**src/rtl/svci_cmd_queue.sv**
```systemverilog
// In-order SVCI command queue with an outstanding-response limiter toward the AXI bridge.
// The response path is a combinational passthrough that retires the outstanding count.
module svci_cmd_queue #(
  parameter int unsigned TAG       = 1,
  parameter int unsigned ID        = 1,
  parameter int unsigned PRTY      = 1,
  parameter int unsigned DEPTH     = 4,
  parameter int unsigned MAX_OUTST = 4
) (
  input  logic            clk,
  input  logic            rst_l,
  // upstream commands
  input  logic            in_cmd_valid,
  output logic            in_cmd_ready,
  input  logic [TAG-1:0]  in_cmd_tag,
  input  logic [ID-1:0]   in_cmd_mid,
  input  logic [63:0]     in_cmd_addr,
  input  logic [63:0]     in_cmd_wdata,
  input  logic [7:0]      in_cmd_wbe,
  input  logic [2:0]      in_cmd_length,
  input  logic [2:0]      in_cmd_opc,
  input  logic [PRTY-1:0] in_cmd_prty,
  // commands toward the bridge
  output logic            out_cmd_valid,
  input  logic            out_cmd_ready,
  output logic [TAG-1:0]  out_cmd_tag,
  output logic [ID-1:0]   out_cmd_mid,
  output logic [63:0]     out_cmd_addr,
  output logic [63:0]     out_cmd_wdata,
  output logic [7:0]      out_cmd_wbe,
  output logic [2:0]      out_cmd_length,
  output logic [2:0]      out_cmd_opc,
  output logic [PRTY-1:0] out_cmd_prty,
  // responses from the bridge
  input  logic            out_rsp_valid,
  output logic            out_rsp_ready,
  input  logic [TAG-1:0]  out_rsp_tag,
  input  logic [ID-1:0]   out_rsp_mid,
  input  logic [63:0]     out_rsp_rdata,
  input  logic [3:0]      out_rsp_opc,
  input  logic [PRTY-1:0] out_rsp_prty,
  // responses to the requester
  output logic            in_rsp_valid,
  input  logic            in_rsp_ready,
  output logic [TAG-1:0]  in_rsp_tag,
  output logic [ID-1:0]   in_rsp_mid,
  output logic [63:0]     in_rsp_rdata,
  output logic [3:0]      in_rsp_opc,
  output logic [PRTY-1:0] in_rsp_prty,
  // status
  output logic [3:0]      outst_cnt,
  output logic            idle,
  output logic            outst_err
);

  localparam int unsigned PW = $clog2(DEPTH);
  localparam int unsigned CW = PW + 1;

  typedef struct packed {
    logic [TAG-1:0]  tag;
    logic [ID-1:0]   mid;
    logic [63:0]     addr;
    logic [63:0]     wdata;
    logic [7:0]      wbe;
    logic [2:0]      length;
    logic [2:0]      opc;
    logic [PRTY-1:0] prty;
  } cmd_entry_t;

  cmd_entry_t      mem [DEPTH];
  cmd_entry_t      head;
  logic [PW-1:0]   wr_ptr;
  logic [PW-1:0]   rd_ptr;
  logic [CW-1:0]   count;
  logic            head_exp;
  logic            push;
  logic            pop;
  logic            retire;
  logic            inc;

  assign head     = mem[rd_ptr];
  assign head_exp = (head.opc == 3'b000) || (head.opc == 3'b011);

  // Gate only response-expecting heads; a gated head stalls everything behind it.
  assign in_cmd_ready  = (count != CW'(DEPTH));
  assign out_cmd_valid = (count != CW'(0)) && (!head_exp || (outst_cnt < 4'(MAX_OUTST)));

  assign push   = in_cmd_valid && in_cmd_ready;
  assign pop    = out_cmd_valid && out_cmd_ready;
  assign inc    = pop && head_exp;
  assign retire = out_rsp_valid && in_rsp_ready && (out_rsp_opc[3:2] != 2'b10);

  assign out_cmd_tag    = head.tag;
  assign out_cmd_mid    = head.mid;
  assign out_cmd_addr   = head.addr;
  assign out_cmd_wdata  = head.wdata;
  assign out_cmd_wbe    = head.wbe;
  assign out_cmd_length = head.length;
  assign out_cmd_opc    = head.opc;
  assign out_cmd_prty   = head.prty;

  assign in_rsp_valid  = out_rsp_valid;
  assign out_rsp_ready = in_rsp_ready;
  assign in_rsp_tag    = out_rsp_tag;
  assign in_rsp_mid    = out_rsp_mid;
  assign in_rsp_rdata  = out_rsp_rdata;
  assign in_rsp_opc    = out_rsp_opc;
  assign in_rsp_prty   = out_rsp_prty;

  assign idle = (count == CW'(0)) && (outst_cnt == 4'd0);

  // Payload storage is intentionally not reset.
  always_ff @(posedge clk) begin
    if (push) begin
      mem[wr_ptr] <= '{tag: in_cmd_tag, mid: in_cmd_mid, addr: in_cmd_addr,
                       wdata: in_cmd_wdata, wbe: in_cmd_wbe, length: in_cmd_length,
                       opc: in_cmd_opc, prty: in_cmd_prty};
    end
  end

  always_ff @(posedge clk or negedge rst_l) begin
    if (!rst_l) begin
      wr_ptr <= '0;
      rd_ptr <= '0;
      count  <= '0;
    end else begin
      if (push) wr_ptr <= wr_ptr + PW'(1);
      if (pop)  rd_ptr <= rd_ptr + PW'(1);
      case ({push, pop})
        2'b10:   count <= count + CW'(1);
        2'b01:   count <= count - CW'(1);
        default: count <= count;
      endcase
    end
  end

  // A retire with nothing outstanding is flagged rather than allowed to underflow.
  always_ff @(posedge clk or negedge rst_l) begin
    if (!rst_l) begin
      outst_cnt <= 4'd0;
      outst_err <= 1'b0;
    end else begin
      case ({inc, retire})
        2'b10: outst_cnt <= outst_cnt + 4'd1;
        2'b01: begin
          if (outst_cnt == 4'd0) outst_err <= 1'b1;
          else                   outst_cnt <= outst_cnt - 4'd1;
        end
        default: outst_cnt <= outst_cnt;
      endcase
    end
  end

endmodule

```
**config.mk**
```make
export PLATFORM = sky130hd
export DESIGN_NAME = svci_cmd_queue
export DESIGN_NICKNAME = d
export VERILOG_FILES = /design/src/rtl/svci_cmd_queue.sv
export SDC_FILE = /design/constraint.sdc
export NUM_CORES = 1
export LEC_CHECK = 0
export ABC_CLOCK_PERIOD_IN_PS = 4500
export BUFFER_PORTS_ARGS = -buffer_cell sky130_fd_sc_hd__buf_2
export CAP_MARGIN = 20
export CELL_PAD_IN_SITES_DETAIL_PLACEMENT = 1
export CELL_PAD_IN_SITES_GLOBAL_PLACEMENT = 2
export CORE_MARGIN = 2
export CORE_UTILIZATION = 38
export DETAILED_ROUTE_END_ITERATION = 8
export GPL_TIMING_DRIVEN = 0
export PLACE_DENSITY_LB_ADDON = 0.1
export SLEW_MARGIN = 20
export SYNTH_ARGS = -nofsm -noshare
export SYNTH_HDL_FRONTEND = slang
export SYNTH_SLANG_ARGS = --single-unit
```
**constraint.sdc**
```tcl
create_clock -name clk -period 4.5 [get_ports clk]
set_input_delay 0.225 -clock clk [delete_from_list [all_inputs] [get_ports clk]]
set_output_delay 0.225 -clock clk [all_outputs]
set_load 0.005 [all_outputs]
```
# Word level (Yosys, flattened, before mapping)

Memory sizes are Yosys's and may differ from the RTL's.
Cells that the tools add are included.

Register bits after elaboration: 12
Memory bits (writable): 580
Output and inout port bits: 226
Logic and storage cells: 44
Memories: 1

Memories:

| name | depth | width | read ports | clocked after memory_dff | wr ports | RTL line | RTL |
|---|---|---|---|---|---|---|---|
| mem  | 4     | 145   | 1          | 0                        | 1        | 70       | `cmd_entry_t mem [DEPTH];` |

Add/subtract/negate cells: 6
Magnitude comparators: 1
Eq/ne operators: 8
Muxes and demuxes: 5
Reduce and logical (&&, ||, !) cells: 18

Operator list:

| operator                                                   | number |
|---|---|
| one-hot mux 4 bit (2 select lines)                         | 1 |
| logical AND 1 bit                                          | 7 |
| zero test 3 bit                                            | 2 |
| one-hot mux 3 bit (2 select lines)                         | 1 |
| adder 2 x 1 -> 2 bit, second input constant                | 2 |
| adder 4 x 1 -> 4 bit, second input constant                | 1 |
| equality test 2 x 1 -> 1 bit, second input constant        | 2 |
| equality test 2 bit, second input constant                 | 2 |
| zero test 4 bit                                            | 1 |
| less-than comparator 4 x 3 -> 1 bit, second input constant | 1 |
| 2-to-1 mux 4 bit                                           | 1 |
| != test 2 bit, second input constant                       | 2 |
| AND reduction 2 bit                                        | 2 |
| nonzero test 2 bit                                         | 2 |
| subtractor 4 x 1 -> 4 bit, second input constant           | 1 |
| adder 3 x 1 -> 3 bit, second input constant                | 1 |
| equality test 3 x 2 -> 1 bit, second input constant        | 1 |
| != test 3 bit, second input constant                       | 1 |
| nonzero test 3 bit                                         | 1 |
| subtractor 3 x 1 -> 3 bit, second input constant           | 1 |
| logical OR 1 bit                                           | 2 |
| 2-to-1 mux 1 bit                                           | 2 |
| zero test 1 bit                                            | 1 |

# Depth between registers and ports, before layout

An unclocked memory read counts as a cell.

Depth after elaboration: 11
Gate-level depth with buffers: 12
Depth with buffers taken out: 11

# Worst setup path after synthesis

No wires, ideal clock.

Path kind: register to register
Start: reg count[0]
End: mem mem[0][0] in the netlist's numbering, enable pin
Library setup time: 0.523 ns
Arrival time: 4.028 ns
Required time: 3.977 ns
Path slack: -0.051 ns
Cell stages (with the launch flop): 4
Buffers on the path: 0
Cells stage by stage: dfrtp_1 inv_1 nand3_1 and3_1

Cells in the longest elaborated chain, start to end: 4

Ends and longest elaborated chain:

| item                                   | RTL line | RTL |
|---|---|---|
| start, declared                        | 74       | `logic [CW-1:0] count;` |
| start signal, assigned                 | 130      | `2'b10: count <= count + CW'(1);` |
| start signal, assigned                 | 131      | `2'b01: count <= count - CW'(1);` |
| start signal, assigned                 | 132      | `default: count <= count;` |
| != test 3 bit                          | 85       | `assign in_cmd_ready = (count != CW'(DEPTH));` |
| named net in_cmd_ready                 | 14       | `output logic in_cmd_ready,` |
| logical AND 1 bit                      | 88       | `assign push = in_cmd_valid && in_cmd_ready;` |
| 2-to-1 mux 1 bit                       | 114      | `if (push) begin` |
| 2-to-1 mux 1 bit (not written as such) | 115      | `mem[wr_ptr] <= '{tag: in_cmd_tag, mid: in_cmd_mid, addr: in_cmd_addr,` |
| end, declared                          | 70       |  |

The timed path passes the listed nets, and every way through them passes these cells.

# Worst setup path in the final report

Start: reg rd_ptr[1]
End: out out_cmd_wdata[60]

Cells in the longest elaborated chain, start to end: 1

Ends and longest elaborated chain:

| item                      | RTL line | RTL |
|---|---|---|
| start, declared           | 73       | `logic [PW-1:0] rd_ptr;` |
| start signal, assigned    | 128      | `if (pop) rd_ptr <= rd_ptr + PW'(1);` |
| memory read (4 x 145 bit) | n/a      |  |
| end, declared             | 29       | `output logic [63:0] out_cmd_wdata,` |

Every way passes these cells.

==> results.yml <==
global_routing:
  grt_max_degree: 42
  met2_usage_pct: 29.3
  grt_use_total_pct: 17.2
  busiest_layer: "met2"
  antenna_found_initial: 4
  met3_usage_pct: 4.26
  grt_pass1_wl_um: 77800
  grt_pass1_vias: 12153
  grt-ovfl-total: 0
  grt_use_met1_pct: 22.1
sta:
  fmax_ghz: 0.288
  fin_crit_ps: 3470
  setup_viol: 0
  drv_slew: 0
  min_period_over_period_pct: 77.0
  finalHoldViolations: 0
  setup_tns_ps: 0
  rsz0062_at_grt: "no"
  finClkSkew_ps: 19.1
  slew_headroom_pct: 45.0
  tightest_slew_ps: 825
  final.setup.worst_slack_ps: 1030
layout:
  final_nets: 1740
  multi_input_area_um2: 3730
  final_cell_mix: "edfxtp_1 (580), buf_2 (394), dlygate4sd3_1 (146), mux4_2 (145), buf_4 (73)"
  seq_area_um2: 17700
  layout-drive-gt1-share_pct: 46.3
  fill_cells: 5317
  syn2layout_area_growth_pct: 29.9
  final_common_cell: "edfxtp_1"
worst_setup_path:
  path_max_fanout: 11
  path_class: "reg2out"
  crit_arrival_ps: 3240
  cp-start-kind: "flip-flop"
  required_ps: 4280
  end_kind: "primary output"
  critPathMaxStageDelay_ps: 690
  cp_cell_sequence: "buf_2, buf_1, buf_1, mux4_2, buf_2"
  cp_slowest_cell: "buf_1"
synthesis:
  ys_ff_latch: 592
  syn_area_per_cell_um2: 24.4
  yosysTopAreaCellShare_pct: 78.6
  synth_top_cell_by_area: "edfxtp_1"
  yosys_warnings: 0
  seq_area_frac_synth_pct: 79.9
  ys_types: 35
  netlist_top_cells_area: "edfxtp_1 (79%), mux4_2 (15%), buf_4 (2.5%)"
  synth_nets: 1138
  synthCells: 907
  synth-edff-count: 580
  syn-cell-area_um2: 22200
  synthFlopType: "edfxtp_1"
  synthArstFlopShare_pct: 2.03
floorplan:
  die_area_um2: 60300
  coreArea_um2: 57700
  start_util_pct: 38.4
  die_width_um: 245
  die_h_um: 245
  io_pins: 448
  fp-row-count: 88
detailed_routing:
  drtIter0Drc: 496
  vias: 11179
  drc: 0
  via_per_inst: 4.80
  ant_nets: 0
  drtPass1Iterations: 4
  wl_um: 51600
  wire_per_inst_um: 22.2
clock_network:
  htree_levels: 2
  ctsResizeCount: 0
  clock_path_buffers: 3
  clk_latency_ps: 620
  numCtsBuffers: 61
  cts_tree: "yes"
  cts_sinks: 592
  cts_root_buf: "clkbuf_16"
  cts.clk_slew.worst_paths_ps: 60
power:
  vdd_ir_drop_max_mv: 0.368
  p_per_area_nw_per_um2: 614
  p_leak_nw: 10.2
run:
  maxCapViolCount: 0
placed_design:
  routabilityCongestion: 0.691
  place_hpwl_um: 33400
  dp_slack_ps: 1490
  port_buffers: 378
min_path:
  hp-class: "in2async"
outcome:
  outcome: "completed"
[kinds of logic after synthesis]
group           Yosys count  synth area share (%)
compound gates           15                 0.429
mux                     147                  14.8
xor+xnor                  9                 0.356
flops                   592                  79.9
buf+inv                 115                  3.31
fa+ha+maj                 9                 0.576
simple gates             20                 0.542
[state kept, by name (all words and copies together) (netlist names)]
signal / cells
outst_err: 1
rd_ptr: 2
outst_cnt: 4
mem: 580
count: 3
wr_ptr: 2
[final timing paths]
check	start	endpoint	slack [ps]	cells after the start
max reg2reg	rd_ptr[0]$_DFFE_PN0P_	outst_cnt[3]$_DFFE_PN0P_	1550	12
max	rd_ptr[1]$_DFFE_PN0P_	out_cmd_wdata[60]	1030	5
min reg2reg	outst_err$_DFFE_PN0P_	outst_err$_DFFE_PN0P_	460	1
min	rst_l	outst_cnt[1]$_DFFE_PN0P_	50	2
max in group asynchronous	rst_l	wr_ptr[0]$_DFFE_PN0P_	4220	2
min in group clk	in_cmd_valid	wr_ptr[0]$_DFFE_PN0P_	80	3
[metal layers]
| metal | vias up | wire [um] |
|---|---|---|
| met5 | - | 26 |
| met4 | 4 | 984 |
| met3 | 75 | 3030 |
| met2 | 278 | 26400 |
| met1 | 5856 | 21100 |
| li1 | 4966 | - |
[layout make-up]
type / instances / share of cell area (%)
Timing Repair Buffer: 539 / 12.9
Sequential cell: 592 / 61.5
Buffer: 105 / 2.42
Antenna cell: 3 / 0.0261
Tap cell: 765 / 3.32
Inverter: 10 / 0.130
Clock inverter: 38 / 1.10
Clock buffer: 76 / 5.57
Multi-Input combinational cell: 200 / 13.0
[synthesized netlist by cell type, drive strengths merged, types with 4 or more instances]
cell,n
ha,7
nor2,4
o21ai,4
dfrtp,12
xor2,5
edfxtp,580
inv,10
clkbuf,8
buf,97
mux4,145
xnor2,4
and3,4
nand2,5
[through the flow]
step	power (W)	utilization [%]	std cells	instance area, um^2	hold WS (ps)
final	0.0177	49.9	2328	28800	46.0
after detailed placement	0.0130	44.0	2065	25400	138
after floorplan	0.0106	-	907	22200	-70.6
after global placement	0.0129	43.4	2050	25000	141
after CTS	0.0181	49.9	2325	28800	26.9
after global routing	0.0186	49.9	2327	28800	39.0
[where the power goes]
| part | switching [W] | leakage, nW | internal [W] |
|---|---|---|---|
| logic | 0.00280 | 3.86 | 0.00252 |
| registers | 0.000255 | 5.45 | 0.00725 |
| clock network | 0.00206 | 0.941 | 0.00280 |
| total | 0.00511 | 10.2 | 0.0126 |
[repair_timing]
item                      CTS  global route
hold buffers              146             0
buffers inserted            0             0
hold endpoints to repair  592             0
[worst max-delay path, delay by kind of cell (launching register included)]
family   cells  cell delay (ps)
mux          1              410
buf+inv      4             1860
flops        1              350
Power figures use the tool's default switching activity.
